### src/rtl/spi_trig_tx_if.sv
// Request and serial-line bundle for the spi_trig_tx SPI master transmitter.
// hold_full is present only when SPI_TX_QUEUE_EN is defined.
interface spi_trig_tx_if;
    logic        wrt;
    logic [15:0] tx_data;
    logic        edg;
    logic        len8_16;
    logic        SS_n;
    logic        SCLK;
    logic        MOSI;
    logic        busy;
    logic        done;
`ifdef SPI_TX_QUEUE_EN
    logic        hold_full;

    modport master (output wrt, tx_data, edg, len8_16,
                    input  SS_n, SCLK, MOSI, busy, done, hold_full);
    modport slave  (input  wrt, tx_data, edg, len8_16,
                    output SS_n, SCLK, MOSI, busy, done, hold_full);
`else
    modport master (output wrt, tx_data, edg, len8_16,
                    input  SS_n, SCLK, MOSI, busy, done);
    modport slave  (input  wrt, tx_data, edg, len8_16,
                    output SS_n, SCLK, MOSI, busy, done);
`endif
endinterface

### src/rtl/spi_trig_tx.sv
// SPI master transmitter: 8/16-bit MSB-first frames on SS_n/SCLK/MOSI, all outputs registered.
// Optional one-entry request holding register enabled by SPI_TX_QUEUE_EN.
//
// state | meaning
// IDLE  | SS_n=1, SCLK=1, waiting for a request
// FRONT | SS_n=0, SCLK=1 for SCLK_HALF clk, MSB already on MOSI
// SHIFT | SCLK toggles every SCLK_HALF clk, N fall/rise periods
// BACK  | SCLK=1, last bit held, SS_n=0 for SCLK_HALF clk
module spi_trig_tx #(
    parameter int SCLK_HALF = 16
) (
    input  logic         clk,
    input  logic         rst,
    spi_trig_tx_if.slave bus
);
    localparam int              CW      = $clog2(SCLK_HALF);
    localparam logic [CW-1:0]   HC_LAST = CW'(SCLK_HALF - 1);

    typedef enum logic [1:0] {IDLE, FRONT, SHIFT, BACK} state_t;

    state_t        state;
    logic [CW-1:0] hcnt;
    logic [4:0]    tcnt;
    logic [14:0]   sr;
    logic          edg_q;
    logic          len_q;
    logic          ss_n_q;
    logic          sclk_q;
    logic          mosi_q;
    logic          busy_q;
    logic          done_q;

    logic          start;
    logic [15:0]   start_data;
    logic          start_edg;
    logic          start_len;
    logic [4:0]    tcnt_last;
    logic          advance;

`ifdef SPI_TX_QUEUE_EN
    logic          hold_valid;
    logic [15:0]   hold_data;
    logic          hold_edg;
    logic          hold_len;

    // A held request takes priority over a fresh wrt; the fresh one refills the holding register.
    always_comb begin
        start      = (state == IDLE) && (hold_valid || bus.wrt);
        start_data = hold_valid ? hold_data : bus.tx_data;
        start_edg  = hold_valid ? hold_edg  : bus.edg;
        start_len  = hold_valid ? hold_len  : bus.len8_16;
    end

    assign bus.hold_full = hold_valid;
`else
    always_comb begin
        start      = (state == IDLE) && bus.wrt;
        start_data = bus.tx_data;
        start_edg  = bus.edg;
        start_len  = bus.len8_16;
    end
`endif

    // Even toggle index is a fall, odd is a rise; tcnt_last is the Nth rise.
    always_comb begin
        tcnt_last = len_q ? 5'd31 : 5'd15;
        if (edg_q)
            advance = !tcnt[0] && (tcnt != 5'd0);
        else
            advance = tcnt[0] && (tcnt != tcnt_last);
    end

    always_ff @(posedge clk) begin
        if (rst) begin
            state  <= IDLE;
            hcnt   <= '0;
            tcnt   <= '0;
            sr     <= '0;
            edg_q  <= 1'b0;
            len_q  <= 1'b0;
            ss_n_q <= 1'b1;
            sclk_q <= 1'b1;
            mosi_q <= 1'b0;
            busy_q <= 1'b0;
            done_q <= 1'b0;
`ifdef SPI_TX_QUEUE_EN
            hold_valid <= 1'b0;
            hold_data  <= '0;
            hold_edg   <= 1'b0;
            hold_len   <= 1'b0;
`endif
        end else begin
            done_q <= 1'b0;
            case (state)
                IDLE: begin
                    if (start) begin
                        state  <= FRONT;
                        hcnt   <= '0;
                        tcnt   <= '0;
                        edg_q  <= start_edg;
                        len_q  <= start_len;
                        sr     <= start_len ? start_data[14:0] : {start_data[6:0], 8'h00};
                        mosi_q <= start_len ? start_data[15] : start_data[7];
                        ss_n_q <= 1'b0;
                        sclk_q <= 1'b1;
                        busy_q <= 1'b1;
                    end
                end
                FRONT: begin
                    if (hcnt == HC_LAST) begin
                        hcnt  <= '0;
                        state <= SHIFT;
                    end else begin
                        hcnt <= hcnt + CW'(1);
                    end
                end
                SHIFT: begin
                    if (hcnt == HC_LAST) begin
                        hcnt   <= '0;
                        sclk_q <= ~sclk_q;
                        tcnt   <= tcnt + 5'd1;
                        if (advance) begin
                            mosi_q <= sr[14];
                            sr     <= {sr[13:0], 1'b0};
                        end
                        if (tcnt == tcnt_last)
                            state <= BACK;
                    end else begin
                        hcnt <= hcnt + CW'(1);
                    end
                end
                BACK: begin
                    if (hcnt == HC_LAST) begin
                        hcnt   <= '0;
                        ss_n_q <= 1'b1;
                        done_q <= 1'b1;
                        busy_q <= 1'b0;
                        state  <= IDLE;
                    end else begin
                        hcnt <= hcnt + CW'(1);
                    end
                end
                default: state <= IDLE;
            endcase

`ifdef SPI_TX_QUEUE_EN
            if (state == IDLE) begin
                if (hold_valid) begin
                    hold_valid <= bus.wrt;
                    if (bus.wrt) begin
                        hold_data <= bus.tx_data;
                        hold_edg  <= bus.edg;
                        hold_len  <= bus.len8_16;
                    end
                end
            end else if (bus.wrt && !hold_valid) begin
                hold_valid <= 1'b1;
                hold_data  <= bus.tx_data;
                hold_edg   <= bus.edg;
                hold_len   <= bus.len8_16;
            end
`endif
        end
    end

    assign bus.SS_n = ss_n_q;
    assign bus.SCLK = sclk_q;
    assign bus.MOSI = mosi_q;
    assign bus.busy = busy_q;
    assign bus.done = done_q;
endmodule

### src/flat_wrapper.sv
// flat-port wrapper written by rule: the top's interface ports become plain ports
module spi_trig_tx_flat 
#(
    parameter int SCLK_HALF = 16
)
  (clk, rst, bus_wrt, bus_tx_data, bus_edg, bus_len8_16, bus_SS_n, bus_SCLK, bus_MOSI, bus_busy, bus_done);
  spi_trig_tx_if bus_i ();
  input  logic clk;
  input  logic rst;
  input wire logic [$bits(bus_i.wrt)-1:0] bus_wrt;
  input wire logic [$bits(bus_i.tx_data)-1:0] bus_tx_data;
  input wire logic [$bits(bus_i.edg)-1:0] bus_edg;
  input wire logic [$bits(bus_i.len8_16)-1:0] bus_len8_16;
  output wire logic [$bits(bus_i.SS_n)-1:0] bus_SS_n;
  output wire logic [$bits(bus_i.SCLK)-1:0] bus_SCLK;
  output wire logic [$bits(bus_i.MOSI)-1:0] bus_MOSI;
  output wire logic [$bits(bus_i.busy)-1:0] bus_busy;
  output wire logic [$bits(bus_i.done)-1:0] bus_done;
  assign bus_i.wrt = bus_wrt;
  assign bus_i.tx_data = bus_tx_data;
  assign bus_i.edg = bus_edg;
  assign bus_i.len8_16 = bus_len8_16;
  assign bus_SS_n = bus_i.SS_n;
  assign bus_SCLK = bus_i.SCLK;
  assign bus_MOSI = bus_i.MOSI;
  assign bus_busy = bus_i.busy;
  assign bus_done = bus_i.done;
  spi_trig_tx #(.SCLK_HALF(SCLK_HALF)) u_core (.clk(clk), .rst(rst), .bus(bus_i));
endmodule
### config.mk
export PLATFORM = sky130hd
export DESIGN_NAME = spi_trig_tx_flat
export DESIGN_NICKNAME = d
export VERILOG_FILES = /design/src/rtl/spi_trig_tx_if.sv /design/src/rtl/spi_trig_tx.sv /design/src/flat_wrapper.sv
export SDC_FILE = /design/constraint.sdc
export NUM_CORES = 1
export LEC_CHECK = 0
export CORE_MARGIN = 2
export CORE_UTILIZATION = 30
export CTS_CLUSTER_DIAMETER = 60
export DETAILED_ROUTE_END_ITERATION = 10
export GPL_TIMING_DRIVEN = 0
export PLACE_DENSITY = 0.47
export SKIP_CTS_REPAIR_TIMING = 1
export SLEW_MARGIN = 20
export SYNTH_ARGS = -nofsm -noshare
export SYNTH_HDL_FRONTEND = slang
export SYNTH_SLANG_ARGS = --single-unit
### constraint.sdc
create_clock -name clk -period 2.7 [get_ports clk]
set_clock_uncertainty 0.05 [all_clocks]
set_input_delay 0.27 -clock clk [delete_from_list [all_inputs] [get_ports clk]]
set_output_delay 0.27 -clock clk [all_outputs]
set_load 0.02 [all_outputs]
==> results.sh, run 1 <==
export IMPL_status="finished clean"
export IMPL_synthXorXnorAreaFrac=0.0234
export IMPL_port_buffers=25
export IMPL_final_cell_mix="dfxtp_1 (33), clkdlybuf4s50_1 (25), mux2i_1 (19), nand2_1 (18), nand2b_1 (16)"
export IMPL_ys_flop_type="dfxtp_1"
export IMPL_avgSynthCellArea_um2=8.69
export IMPL_ys_types=39
export IMPL_r2r_cells=8
export IMPL_setup_viol_count_final=0
export IMPL_p_per_area_nw_per_um2=867
export IMPL_clk_path_buf_depth=2
export IMPL_drc=0
export IMPL_path_max_fanout=10
export IMPL_dp_cells=315
export IMPL_gp_congestion=0.728
export IMPL_clk_pin_slew_ns=0.08
export IMPL_synth_top_family_by_area="simple AND/OR/NAND/NOR gates"
export IMPL_holdWs_ns=0.415
export IMPL_hpwl_mm=3.18
export IMPL_grt_pass1_vias=1489
export IMPL_critPathKind="flip-flop to flip-flop"
export IMPL_syn_to_final_growth_pct=24.6
export IMPL_crit_path_start_kind="flip-flop"
export IMPL_drtIter0Drc=80
export IMPL_placed_cell_area_um2=2210
export IMPL_grt_pass1_wl_mm=7.57
export IMPL_hold_viol_final=0
export IMPL_muxShareOfSynthArea=0.146
export IMPL_pin_count=26
export IMPL_slew_headroom=0.662
export IMPL_antenna_found_initial=0
export IMPL_drtPass1Iterations=4
export IMPL_core_region_area_um2=5960
export IMPL_vias=1544
export IMPL_drv_slew=0
export IMPL_reg2reg_from="u_core.state[1]"
export IMPL_synth_seq_cells=33
export IMPL_yosysWarnings=0
export IMPL_grt_util_all_layers=0.138
export IMPL_synth_edff_count=0
export IMPL_ant_nets=0
export IMPL_max_freq_mhz=447
export IMPL_die_width_um=82.9
export IMPL_synthAdderAreaFrac=0.0536
export IMPL_r2r_slack_ns=0.46
export IMPL_rr_endpoint="u_core.sr[7]"
export IMPL_p_leak_nw=0.921
export IMPL_cp_data_arrival_time_ns=2.38
export IMPL_cts_sinks=33
export IMPL_grt_max_degree=11
export IMPL_num_rows=28
export IMPL_overflow=0
export IMPL_initial_core_util=0.314
export IMPL_layout_drive_gt1_share=0.0806
export IMPL_ir_worst_vdd_uv=375
export IMPL_tightest_slew_ns=0.507
export IMPL_cp_required_ns=2.84
export IMPL_clock_latency_ns=0.29
export IMPL_crit_end="u_core.sr[7]"
export IMPL_cts_root_buffer="clkbuf_8"
export IMPL_htreeDepth=2
export IMPL_utilization=0.391
export IMPL_wl_per_cell_um=13.9
export IMPL_finalCritPeriodShare=0.828
export IMPL_drv_cap=0
export IMPL_tns_ns=0
export IMPL_mostFrequentLayoutCell="dfxtp_1"
export IMPL_async_reset_ff_frac=0
export IMPL_cts_buffers=5
export IMPL_worstSetupEndpointType="flip-flop"
export IMPL_fin_nets=276
export IMPL_rsz0062_at_grt="false"
export IMPL_die_h_um=82.9
export IMPL_post_route_min_period_ns=2.24
export IMPL_syn_nets=244
export IMPL_dieArea_um2=6870
export IMPL_synth_compound_area_frac=0.139
export IMPL_n_antenna_cell=0
export IMPL_yosys_area_share_simple=0.233
export IMPL_synth_area_um2=1870
export IMPL_crit_start="u_core.state[1]"
export IMPL_postLayoutCellArea_um2=2330
export IMPL_wl_mm=4.49
export IMPL_cts_tree="built"
export IMPL_seq_area_frac_synth=0.354
export IMPL_stdcell_count=323
export IMPL_synthCells=215
export IMPL_viasPerCell=4.78
export IMPL_worstHoldPathType="flip-flop to flip-flop"
==> worst min path at each step <==
stage | startpoint | to | slack (ns) | depth (start not counted)
after floorplan | bus_edg | u_core.edg_q | 0.37 | 2
after global placement | u_core.bus.MOSI | u_core.bus.MOSI | 0.40 | 2
after detailed placement | u_core.bus.MOSI | u_core.bus.MOSI | 0.41 | 2
after CTS | u_core.bus.MOSI | u_core.bus.MOSI | 0.42 | 2
after global routing | u_core.bus.MOSI | u_core.bus.MOSI | 0.45 | 2
final | u_core.bus.MOSI | u_core.bus.MOSI | 0.41 | 2
==> state kept, by name, summed over array words and instances, names as in the netlist <==
name and count:
u_core.sr 15, u_core.tcnt 5, u_core.hcnt 4, u_core.state 2, u_core.bus.MOSI 1, u_core.bus.SCLK 1
u_core.bus.SS_n 1, u_core.bus.busy 1, u_core.bus.done 1, u_core.edg_q 1, u_core.len_q 1
==> kinds of logic after synthesis <==
family,Yosys count
flip-flops,33
AND/OR/NAND/NOR,82
multiplexers,26
XOR/XNOR,5
AO/OA/AOI/OAI,42
adder cells (fa/ha/maj),8
buffers and inverters,19
==> critical path, stage by stage (launching register included) <==
cell,delay (ns)
dfxtp_1,0.34
inv_1,0.11
ha_1,0.28
mux2i_1,0.46
a21o_1,0.18
a31o_1,0.12
buf_6,0.14
buf_12,0.15
mux2_4,0.29
==> metrics by stage <==
step	setup slack [ns]	power (mW)
finish	0.464	2.02
global route	0.276	2.15
CTS	0.447	2.03
detailed placement	0.431	1.53
global placement	0.404	1.54
floorplan	0.741	1.29
==> synth_stat cells, types with 5 or more instances <==
master,count,area share
nor2_1,15,0.030
mux2i_1,19,0.10
a22oi_1,6,0.024
nor2b_1,13,0.044
ha_1,8,0.054
mux2_2,6,0.036
nand3_1,5,0.013
dfxtp_1,33,0.35
o21ai_0,13,0.035
nand2_1,18,0.036
nand2b_1,16,0.054
clkbuf_1,8,0.016
a21oi_1,11,0.029
inv_1,7,0.014
==> final cells by class <==
class	count	area (µm²)
multi-input combinational	163	1110
tap	75	93.8
sequential	33	661
timing repair buffer	25	250
clock buffer	7	86.3
clock inverter	1	30.0
fill	645	3630
inverter	7	26.3
buffer	12	70.1
==> routing by layer <==
| layer | vias to the layer above | routed length [µm] | global-route usage | part of all wire |
|---|---|---|---|---|
| li1 | 811 | - | - | - |
| met2 | 20 | 1900 | 0.204 | 0.42 |
| met3 | 5 | 104 | 0.0328 | 0.023 |
| met1 | 708 | 2410 | 0.194 | 0.54 |
| met4 | 0 | 83 | 0.0537 | 0.018 |
| met5 | - | 0 | 0 | 0 |
==> where the power goes <==
group	internal, mW	leakage (nW)	total (mW)	switching (mW)
Clock	0.301	0.0585	0.500	0.199
Sequential	0.601	0.269	0.669	0.0688
Combinational	0.393	0.593	0.849	0.457
Total	1.29	0.921	2.02	0.724
(Power assumes the default switching activity.)
==> inputs of run 2 (changes only) <==
PLACE_DENSITY = 0.49   (was 0.47)
clock period = 1.95 ns   (was 2.7 ns; I/O delays follow)
==> run 2 against run 1 <==
Net effect: fmax is 15% higher; sequential power up 40%; die area did not move; combinational power is 78% higher; critical path depth stayed put; final cell count up 2.8%; largest power group unchanged; power up 50%.
==> results.sh, run 2 (synthesis gave the netlist of run 1 again) <==
export IMPL_postLayoutCellArea_um2=2530
export IMPL_pin_count=26
export IMPL_grt_util_all_layers=0.141
export IMPL_initial_core_util=0.314
export IMPL_vias=1594
export IMPL_path_max_fanout=6
export IMPL_gp_congestion=0.748
export IMPL_place_ws_ns=-0.286
export IMPL_cts_root_buffer="clkbuf_8"
export IMPL_dp_cells=315
export IMPL_clk_path_buf_depth=2
export IMPL_reg_top3="u_core.sr x15, u_core.tcnt x5, u_core.hcnt x4"
export IMPL_worstSetupEndpointType="flip-flop"
export IMPL_wl_per_cell_um=14.5
export IMPL_cts_tree="built"
export IMPL_internal_power_mw=1.95
export IMPL_core_region_area_um2=5960
export IMPL_syn_to_final_growth_pct=35.4
export IMPL_r2r_cells=8
export IMPL_hpwl_mm=3.34
export IMPL_placed_cell_area_um2=2210
export IMPL_cp_required_ns=2.08
export IMPL_hold_depth=3
export IMPL_stdcell_count=332
export IMPL_critPathKind="flip-flop to flip-flop"
export IMPL_port_buffers=25
export IMPL_sequentialPowerShare=0.308
export IMPL_fin_nets=285
export IMPL_crit_start="u_core.tcnt[0]"
export IMPL_max_freq_mhz=515
export IMPL_n_antenna_cell=0
export IMPL_mostFrequentLayoutCell="dfxtp_1"
export IMPL_top_register="u_core.sr"
export IMPL_largest_register_ffs=15
export IMPL_path_depth=8
export IMPL_grt_max_degree=11
export IMPL_num_rows=28
export IMPL_cts_sinks=33
export IMPL_worstHoldPathType="primary input to flip-flop"
export IMPL_wl_mm=4.82
export IMPL_cts_buffers=5
export IMPL_post_route_min_period_ns=1.94
export IMPL_hold_start="bus_edg"
export IMPL_worst_path_buf_inv=3
export IMPL_rsz0062_at_grt="true"
export IMPL_crit_slowest_cell="or4b_4"
export IMPL_slowest_delay_ns=0.45
export IMPL_final_cell_mix="dfxtp_1 (29), clkdlybuf4s50_1 (25), nand2_1 (18), mux2i_1 (18), nand2b_1 (16)"
export IMPL_p_switching_mw=1.09
export IMPL_clk_pin_slew_ns=0.07
export IMPL_p_per_area_nw_per_um2=1200
export IMPL_p_total_mw=3.04
export IMPL_ir_worst_vdd_uv=591
export IMPL_tightest_slew_ns=0.495
export IMPL_die_h_um=82.9
export IMPL_crit_family="simple AND/OR/NAND/NOR gates"
export IMPL_drtIter0Drc=38
export IMPL_ant_nets=0
export IMPL_p_leak_nw=1.00
export IMPL_tns_ns=0
export IMPL_clock_latency_ns=0.29
export IMPL_hold_viol_final=0
export IMPL_die_width_um=82.9
export IMPL_drv_cap=0
export IMPL_switching_share=0.359
export IMPL_slew_headroom=0.670
export IMPL_grt_pass1_wl_mm=7.76
export IMPL_grt_pass1_vias=1534
export IMPL_drc=0
export IMPL_overflow=0
export IMPL_antenna_found_initial=0
export IMPL_finalCritPeriodShare=0.996
export IMPL_p_clk_frac=0.194
export IMPL_reg2reg_from="u_core.tcnt[0]"
export IMPL_cp_data_arrival_time_ns=2.08
export IMPL_path_cells="inv_4, ha_4, or4b_4, nand3_2, a31o_1, buf_6, buf_12, mux2_4"
export IMPL_setup_slack_ns=0.00708
export IMPL_setup_viol_count_final=0
export IMPL_viasPerCell=4.80
export IMPL_htreeDepth=2
export IMPL_dieArea_um2=6870
export IMPL_status="finished clean"
export IMPL_pwr_share_comb=0.498
export IMPL_crit_path_start_kind="flip-flop"
export IMPL_drv_slew=0
export IMPL_drtPass1Iterations=4
export IMPL_layout_drive_gt1_share=0.202
==> run 2: cell count changes in the layout (fill, tap and decap cells not counted), moves of 3 or more <==
cell and delta:
buf_4 +7, clkbuf_1 -5, mux2_2 -5, mux2_4 +5, dfxtp_1 -4, inv_1 -4
ha_1 -3, ha_4 +3
==> run 2: path summary, 6_finish.rpt <==
kind | slack [ns] | to
max | 0.007 | u_core.sr[5]
min | 0.41 | u_core.edg_q
max reg2reg | 0.007 | u_core.sr[5]
min reg2reg | 0.41 | u_core.bus.MOSI
==> run 2: per-layer routing <==
metal,share of wire,GRT usage
met5,0,0
met4,0.021,0.0715
met3,0.028,0.0298
met2,0.43,0.199
met1,0.52,0.201
==> run 2: worst reg2reg max path, delay by kind of cell (launching register included) <==
kind | cells | cell delay, ns
multiplexers | 1 | 0.29
AO/OA/AOI/OAI | 1 | 0.17
buffers and inverters | 3 | 0.32
adder cells (fa/ha/maj) | 1 | 0.10
AND/OR/NAND/NOR | 2 | 0.53
flip-flops | 1 | 0.37
==> run 2: per-stage QoR <==
stage | utilization | hold WS [ns]
5_1_grt | 0.425 | 0.423
4_1_cts | 0.389 | 0.407
6_report | 0.425 | 0.412
3_3_place_gp | 0.372 | 0.406
2_1_floorplan | - | 0.292
3_5_place_dp | 0.372 | 0.412
==> run 2: area by class of cell <==
class / count / area, µm²
Fill cell: 613 / 3430
Multi-Input combinational cell: 163 / 1210
Sequential cell: 33 / 671
Timing Repair Buffer: 34 / 343
Clock buffer: 7 / 96.3
Tap cell: 75 / 93.8
Buffer: 12 / 81.3
Inverter: 7 / 31.3
Clock inverter: 1 / 5.00
==> run 2: power groups by stage <==
stage               logic, mW  clock network [mW]  registers, mW
CTS                      1.21               0.604          0.926
global placement         1.20                   0          0.939
detailed placement       1.21                   0          0.939
floorplan               0.831                   0          0.965
global route             1.65               0.629          0.951
finish                   1.51               0.589          0.935
==> inputs of run 3 (changes only) <==
CTS_CLUSTER_DIAMETER = unset   (was 60)
==> results of run 3 <==
Same layout as run 2: the final DEF is identical, and so are final timing and power.
